<file path="config.mk">
export PLATFORM = sky130hd
export DESIGN_NAME = ifu_fetch_flat
export DESIGN_NICKNAME = d
export VERILOG_FILES = /design/src/rtl/ifu_fetch_if.sv /design/src/rtl/ifu_fetch.sv /design/src/flat_wrapper.sv
export SDC_FILE = /design/constraint.sdc
export NUM_CORES = 1
export LEC_CHECK = 0
export BUFFER_PORTS_ARGS = -buffer_cell sky130_fd_sc_hd__buf_2
export CAP_MARGIN = 30
export CELL_PAD_IN_SITES_DETAIL_PLACEMENT = 1
export CELL_PAD_IN_SITES_GLOBAL_PLACEMENT = 1
export CORE_MARGIN = 2
export CORE_UTILIZATION = 25
export DETAILED_ROUTE_END_ITERATION = 8
export HOLD_SLACK_MARGIN = 0.15
export PLACE_DENSITY_LB_ADDON = 0.3
export SYNTH_ARGS = -nofsm -noshare
export SYNTH_HDL_FRONTEND = slang
export SYNTH_SLANG_ARGS = --single-unit
</file>
<file path="constraint.sdc">
create_clock -name clk -period 2.07 [get_ports clk]
set_input_delay 0.621 -clock clk [delete_from_list [all_inputs] [get_ports clk]]
set_output_delay 0.621 -clock clk [all_outputs]
set_load 0.01 [all_outputs]
</file>
<file path="src/rtl/ifu_fetch_if.sv">
`default_nettype none
// ============================================================================
// Module   : ifu_fetch_if
// Brief    : IFU bus bundle: IM request/response, redirect controls, IF/ID out.
// Revision : 1.0  initial release
// ============================================================================
interface ifu_fetch_if;
  logic        stall;
  logic        branch_taken;
  logic [31:0] branch_target;
  logic        exc_req;
  logic        eret;
  logic [31:0] epc;
  logic [31:0] im_addr;
  logic [31:0] im_instr;
  logic [31:0] pc;
  logic [31:0] if_pc;
  logic [31:0] if_instr;
  logic        if_valid;
  logic        if_adel;

  // Fetch-unit side.
  modport master (
    input  stall, branch_taken, branch_target, exc_req, eret, epc, im_instr,
    output im_addr, pc, if_pc, if_instr, if_valid, if_adel
  );

  // Pipeline / IM side.
  modport slave (
    output stall, branch_taken, branch_target, exc_req, eret, epc, im_instr,
    input  im_addr, pc, if_pc, if_instr, if_valid, if_adel
  );
endinterface
`default_nettype wire

</file>
<file path="src/rtl/ifu_fetch.sv">
`default_nettype none
// ============================================================================
// Module   : ifu_fetch
// Brief    : Instruction fetch: PC register, IM addressing, IF/ID capture.
//            Optional fetch address check enabled by IFU_ADDR_CHECK_EN.
// Revision : 1.0  initial release
// ============================================================================
module ifu_fetch #(
  parameter logic [31:0] RESET_PC   = 32'h0000_3000,
  parameter logic [31:0] EXC_VECTOR = 32'h0000_4180,
  parameter int          TEXT_WORDS = 2048
) (
  input  wire logic   clk,
  input  wire logic   rst_n,
  ifu_fetch_if.master bus
);

`ifdef IFU_ADDR_CHECK_EN
  localparam bit ADDR_CHECK = 1'b1;
`else
  localparam bit ADDR_CHECK = 1'b0;
`endif

  // 33-bit bound so a text segment ending at 2^32 cannot wrap to zero.
  localparam logic [32:0] TEXT_END = {1'b0, RESET_PC} + 33'(4 * TEXT_WORDS);

  logic [31:0] pc_q, pc_d;
  logic [31:0] if_pc_q, if_pc_d;
  logic [31:0] if_instr_q, if_instr_d;
  logic        if_valid_q, if_valid_d;
  logic        if_adel_q, if_adel_d;

  logic        fetch_fault;
  logic [31:0] fetch_word;

  always_comb begin
    fetch_fault = ADDR_CHECK &&
                  ((pc_q[1:0] != 2'b00) ||
                   (pc_q < RESET_PC) ||
                   ({1'b0, pc_q} >= TEXT_END));
    fetch_word  = fetch_fault ? 32'h0 : bus.im_instr;
  end

  always_comb begin
    pc_d       = pc_q;
    if_pc_d    = if_pc_q;
    if_instr_d = if_instr_q;
    if_valid_d = if_valid_q;
    if_adel_d  = if_adel_q;

    if (bus.exc_req || bus.eret) begin
      // Exception beats eret; both flush IF/ID regardless of stall.
      pc_d       = bus.exc_req ? EXC_VECTOR : bus.epc;
      if_pc_d    = 32'h0;
      if_instr_d = 32'h0;
      if_valid_d = 1'b0;
      if_adel_d  = 1'b0;
    end else if (!bus.stall) begin
      pc_d       = bus.branch_taken ? bus.branch_target : pc_q + 32'd4;
      if_pc_d    = pc_q;
      if_instr_d = fetch_word;
      if_valid_d = 1'b1;
      if_adel_d  = fetch_fault;
    end
  end

  always_ff @(posedge clk or negedge rst_n) begin
    if (!rst_n) begin
      pc_q       <= RESET_PC;
      if_pc_q    <= 32'h0;
      if_instr_q <= 32'h0;
      if_valid_q <= 1'b0;
      if_adel_q  <= 1'b0;
    end else begin
      pc_q       <= pc_d;
      if_pc_q    <= if_pc_d;
      if_instr_q <= if_instr_d;
      if_valid_q <= if_valid_d;
      if_adel_q  <= if_adel_d;
    end
  end

  assign bus.im_addr  = pc_q;
  assign bus.pc       = pc_q;
  assign bus.if_pc    = if_pc_q;
  assign bus.if_instr = if_instr_q;
  assign bus.if_valid = if_valid_q;
  assign bus.if_adel  = if_adel_q;

endmodule
`default_nettype wire
</file>
<file path="src/flat_wrapper.sv">
// flat-port wrapper written by rule: the top's interface ports become plain ports
module ifu_fetch_flat 
#(
  parameter logic [31:0] RESET_PC   = 32'h0000_3000,
  parameter logic [31:0] EXC_VECTOR = 32'h0000_4180,
  parameter int          TEXT_WORDS = 2048
)
  (clk, rst_n, bus_stall, bus_branch_taken, bus_branch_target, bus_exc_req, bus_eret, bus_epc, bus_im_instr, bus_im_addr, bus_pc, bus_if_pc, bus_if_instr, bus_if_valid, bus_if_adel);
  ifu_fetch_if bus_i ();
  input  wire logic clk;
  input  wire logic rst_n;
  input wire logic [$bits(bus_i.stall)-1:0] bus_stall;
  input wire logic [$bits(bus_i.branch_taken)-1:0] bus_branch_taken;
  input wire logic [$bits(bus_i.branch_target)-1:0] bus_branch_target;
  input wire logic [$bits(bus_i.exc_req)-1:0] bus_exc_req;
  input wire logic [$bits(bus_i.eret)-1:0] bus_eret;
  input wire logic [$bits(bus_i.epc)-1:0] bus_epc;
  input wire logic [$bits(bus_i.im_instr)-1:0] bus_im_instr;
  output wire logic [$bits(bus_i.im_addr)-1:0] bus_im_addr;
  output wire logic [$bits(bus_i.pc)-1:0] bus_pc;
  output wire logic [$bits(bus_i.if_pc)-1:0] bus_if_pc;
  output wire logic [$bits(bus_i.if_instr)-1:0] bus_if_instr;
  output wire logic [$bits(bus_i.if_valid)-1:0] bus_if_valid;
  output wire logic [$bits(bus_i.if_adel)-1:0] bus_if_adel;
  assign bus_i.stall = bus_stall;
  assign bus_i.branch_taken = bus_branch_taken;
  assign bus_i.branch_target = bus_branch_target;
  assign bus_i.exc_req = bus_exc_req;
  assign bus_i.eret = bus_eret;
  assign bus_i.epc = bus_epc;
  assign bus_i.im_instr = bus_im_instr;
  assign bus_im_addr = bus_i.im_addr;
  assign bus_pc = bus_i.pc;
  assign bus_if_pc = bus_i.if_pc;
  assign bus_if_instr = bus_i.if_instr;
  assign bus_if_valid = bus_i.if_valid;
  assign bus_if_adel = bus_i.if_adel;
  ifu_fetch #(.RESET_PC(RESET_PC), .EXC_VECTOR(EXC_VECTOR), .TEXT_WORDS(TEXT_WORDS)) u_core (.clk(clk), .rst_n(rst_n), .bus(bus_i));
endmodule
</file>
**Word-level counts from Yosys, hierarchy flattened**

Index checks and enable logic that the tools add are counted.

- Add/sub/neg operators: 1
- Equal/unequal tests: 1
- Muxes and demuxes: 12
- Reductions and logical operators: 1

Operators with widths:

| operator | number |
|---|---|
| two-way mux 32 bit | 8 |
| adder 32 x 3 -> 32 bit, second input constant | 1 |
| two-way mux 1 bit | 4 |
| != test 2 x 1 -> 1 bit, second input constant | 1 |
| logical OR 1 bit | 1 |

- Register bits after elaboration: 98
- Logic and storage cells: 20

**Longest topological paths before layout**

- Word-level depth: 4
- Gate-level depth with buffers: 8
- Gate-level depth less buffers: 6

**Least setup slack after synthesis**

No wires, ideal clock.

- Kind: input -> register
- From: in bus_branch_taken
- To: reg u_core.pc_q[23] (netlist: u_core.bus.im_addr[23])
- Setup time: 0.128 ns
- Arrival time: 1.790 ns
- Required time: 1.942 ns
- Setup slack: 0.152 ns
- Stages: 8
- Path buffers: 4
- Cells stage by stage: buf_2 nor2b_1 clkbuf_1 and2_1 buf_2 buf_2 a222oi_1 nand2_1

- Cells in the longest elaborated chain, start to end: 3

RTL lines:

| element | line | source |
|---|---|---|
| start, declared | flat_wrapper.sv:13 | `input wire logic [$bits(bus_i.branch_taken)-1:0] bus_branch_taken;` |
| two-way mux 32 bit | ifu_fetch.sv:59 | `pc_d = bus.branch_taken ? bus.branch_target : pc_q + 32'd4;` |
| two-way mux 32 bit | ifu_fetch.sv:58 | `end else if (!bus.stall) begin` |
| two-way mux 32 bit | ifu_fetch.sv:51 | `if (bus.exc_req \|\| bus.eret) begin` |
| end signal, assigned | ifu_fetch.sv:75 | `pc_q <= pc_d;` |
| end, declared | ifu_fetch.sv:27 | `logic [31:0] pc_q, pc_d;` |

Every way passes these cells. The select of a mux whose other input is x is not followed.
A chain may end at the register's enable or synchronous reset.

**Worst setup path in the final report**

- From: reg u_core.pc_q[2] (netlist: u_core.bus.im_addr[2])
- To: reg u_core.pc_q[22] (netlist: u_core.bus.im_addr[22])

- Cells in the longest elaborated chain, start to end: 4

RTL lines:

| element | line |
|---|---|
| adder 32 x 3 -> 32 bit | ifu_fetch.sv:59 |
| two-way mux 32 bit | ifu_fetch.sv:59 |
| two-way mux 32 bit | ifu_fetch.sv:58 |
| two-way mux 32 bit | ifu_fetch.sv:51 |

Every way passes these cells. The select of a mux whose other input is x is not followed.

==> flow_metrics.env <==
export IMPL_status="complete, no violations"
export IMPL_crit_fanout=9
export IMPL_initial_core_util=0.2538
export IMPL_synthDistinctLibCells=49
export IMPL_drt_total_wl_um=17540
export IMPL_hold_viol_final=0
export IMPL_seqPwrFrac=0.453
export IMPL_endpoint_kind="flop"
export IMPL_fin_area_um2=6962
export IMPL_vias=4728
export IMPL_drtPass1Iterations=4
export IMPL_place_ws_ps=108.4
export IMPL_netlist_instances=520
export IMPL_drtAntennaViolNets=0
export IMPL_p_int_uw=3197
export IMPL_register_area_um2=2430
export IMPL_critPathMaxStageDelay_ps=380
export IMPL_ys_flop_type="dfrtp_1"
export IMPL_cts_buffer_depth=2
export IMPL_reg2reg_to="u_core.bus.im_addr[22]$_DFFE_PN0P_"
export IMPL_power_switching_uw=1318
export IMPL_crit_family="simple AND/OR/NAND/NOR gates"
export IMPL_cts_root_buf="clkbuf_16"
export IMPL_tns_ps=0
export IMPL_reg2reg_slack_ps=190
export IMPL_core_area_um2=20170
export IMPL_die_area_um2=21640
export IMPL_cp_arrival_ps=2150
export IMPL_grt_ovfl_total=0
export IMPL_finalCriticalPeriod_ps=1881
export IMPL_ctsHtreeMaxLevel=3
export IMPL_multi_input_area_um2=2276
export IMPL_hold_buffers=0
export IMPL_area_delta_synth_final_pct=36.01
export IMPL_fill_cells=2418
export IMPL_setup_viol=0
export IMPL_cts_buffers=9
export IMPL_ys_top_cells_by_count="dfrtp_1, nor2_1, mux2i_1"
export IMPL_synthesis_area_um2=5119
export IMPL_setup_slack_ps=189.3
export IMPL_r2r_worst_path_cells=7
export IMPL_grt_usage=0.1604
export IMPL_pwr_share_clk=0.367
export IMPL_power_density_nw_per_um2=648.5
export IMPL_p_leak_uw=0.003678
export IMPL_syn_nets=623
export IMPL_crit_required_ps=2340
export IMPL_path_clk_slew_ps=80
export IMPL_yosys_area_top_type="dfrtp_1"
export IMPL_seq_area_frac_synth=0.4747
export IMPL_clock_latency_ps=350
export IMPL_switching_share=0.2918
export IMPL_max_freq_mhz=531.7
export IMPL_hpwl_um=13330
export IMPL_nets=845
export IMPL_port_buffer_count=230
export IMPL_grt_pass1_vias=4820
export IMPL_die_y_um=147.1
export IMPL_via_per_inst=4.635
export IMPL_dpl_instance_area_um2=6659
export IMPL_crit_buf_inv=1
export IMPL_crit_type="reg -> reg"
export IMPL_cts_tree="yes"
export IMPL_synth_seq_cells=97
export IMPL_synthArstFlopShare=1.000
export IMPL_cp_cell_sequence="ha_1, nand3_2, nor4_4, buf_4, nand4_1, xor2_1, o21ai_0"
export IMPL_ys_warn_count=0
export IMPL_timing_rr_start="u_core.bus.im_addr[2]$_DFFE_PN0P_"
export IMPL_drive_gt1_frac=0.4150
export IMPL_start_kind="flop"
export IMPL_cts_sinks=97
export IMPL_synth_edf_count=0
export IMPL_rsz0062_at_grt="false"
export IMPL_share_comb_of_total_power=0.180
export IMPL_holdCritPathClass="in -> async"
export IMPL_finalCritPeriodShare=0.9086
export IMPL_syn_avg_cell_area_um2=9.844
export IMPL_synth_top_area_frac=0.4644
export IMPL_yosysMostFrequentCell="dfrtp_1"
export IMPL_grt_pass1_wl_um=27100
export IMPL_synthTopCellsByArea="dfrtp_1, mux2i_1, nor2_1"
export IMPL_clock_skew_ps=9.891
export IMPL_final_max_slew_viol_count=0
export IMPL_vdd_drop_max_mv=0.3487
export IMPL_drcViolationCount=0
export IMPL_io_pin_count=232
export IMPL_wl_per_cell_um=17.19
export IMPL_fp_row_count=52
export IMPL_first_iter_violations=183
export IMPL_antenna_found_initial=4
export IMPL_grt_max_degree=70
export IMPL_drv_cap=0
export IMPL_gp_congestion=0.7573
export IMPL_cpMaxStageDelayCell="dfrtp_1"
export IMPL_die_width_um=147.1
[layout make-up]
class | instances | share of cell area
flip-flops and latches | 97 | 0.3490
clock buffers | 10 | 0.03433
repair buffers | 279 | 0.2297
multi-input cells | 349 | 0.3269
inverters | 6 | 0.003235
diodes | 3 | 0.001078
well taps | 270 | 0.04853
clock inverters | 6 | 0.007189
[stage by stage]
step / cells / hold WS, ps / util / power, uW
after CTS: 1017 / 186.1 / 0.3445 / 4607
after floorplan: 520 / 325.4 / - / 2518
after detailed placement: 1001 / 509.4 / 0.3301 / 2911
after global routing: 1017 / 201.3 / 0.3448 / 4744
final: 1020 / 179.1 / 0.3452 / 4515
after global placement: 1001 / 501.2 / 0.3301 / 2890
[worst register-to-register path: stages (launching register included)]
cell	delay (ps)
dfrtp_1	380
ha_1	260
nand3_2	220
nor4_4	300
buf_4	210
nand4_1	140
xor2_1	160
o21ai_0	140
[timing repair]
item,in CTS,in global routing
endpoints found under the setup margin,0,2
resized for setup,0,1
buffers inserted,0,0
[flip-flops by register name, indices dropped and copies added, names as in the netlist]
register	cells
u_core.bus.if_instr	32
u_core.bus.if_pc	32
u_core.bus.if_valid	1
u_core.bus.im_addr	32
[cells in the final DEF (no fill, tap or decap), drive strengths merged, types with 6 or more instances in the layout]
cell type	count
nor2b	6
clkbuf	10
nand4	9
o21ai	26
mux2i	70
a22oi	8
dfrtp	95
nand2	19
nor2	90
buf	279
xor2	9
nor4	6
nor3	11
nand3	14
a21oi	30
a31oi	8
a22o	7
inv	8
[cells by family (layout without fill, tap and decap cells)]
kind of cell    Yosys count  count (layout)  synth area share
compound gates          102             102            0.1254
buf+inv                  74             301           0.08238
xor+xnor                 10              10           0.01711
fa+ha+maj                 1               1          0.002444
simple gates            164             164            0.1582
mux                      71              71            0.1391
flops                    97              97            0.4747
other cells               1               4         0.0007326
[routing by layer]
metal	GRT usage	routed length, um	vias to the layer above	part of all wire
met5	0	12	-	0.00068
li1	-	-	2245	-
met4	0.04760	259	2	0.015
met2	0.2636	8321	150	0.47
met1	0.2051	7697	2313	0.44
met3	0.04720	1245	18	0.071
[worst max-delay path by stage]
stage	startpoint	to	cells after the start
after floorplan	bus_branch_taken	u_core.bus.im_addr[23]$_DFFE_PN0P_	8
after global placement	bus_exc_req	u_core.bus.im_addr[17]$_DFFE_PN0P_	5
after detailed placement	bus_exc_req	u_core.bus.im_addr[17]$_DFFE_PN0P_	5
after CTS	u_core.bus.im_addr[2]$_DFFE_PN0P_	u_core.bus.im_addr[28]$_DFFE_PN0P_	7
after global routing	u_core.bus.im_addr[2]$_DFFE_PN0P_	u_core.bus.im_addr[22]$_DFFE_PN0P_	7
final	u_core.bus.im_addr[2]$_DFFE_PN0P_	u_core.bus.im_addr[22]$_DFFE_PN0P_	7
[power groups by stage]
stage / combinational [uW] / clock [uW] / sequential [uW]
6_report: 811 / 1660 / 2050
5_1_grt: 894 / 1790 / 2060
4_1_cts: 829 / 1730 / 2050
3_5_place_dp: 828 / 0 / 2080
3_3_place_gp: 811 / 0 / 2080
2_1_floorplan: 380 / 0 / 2140
Note: power is estimated with default switching activity, not from simulation.
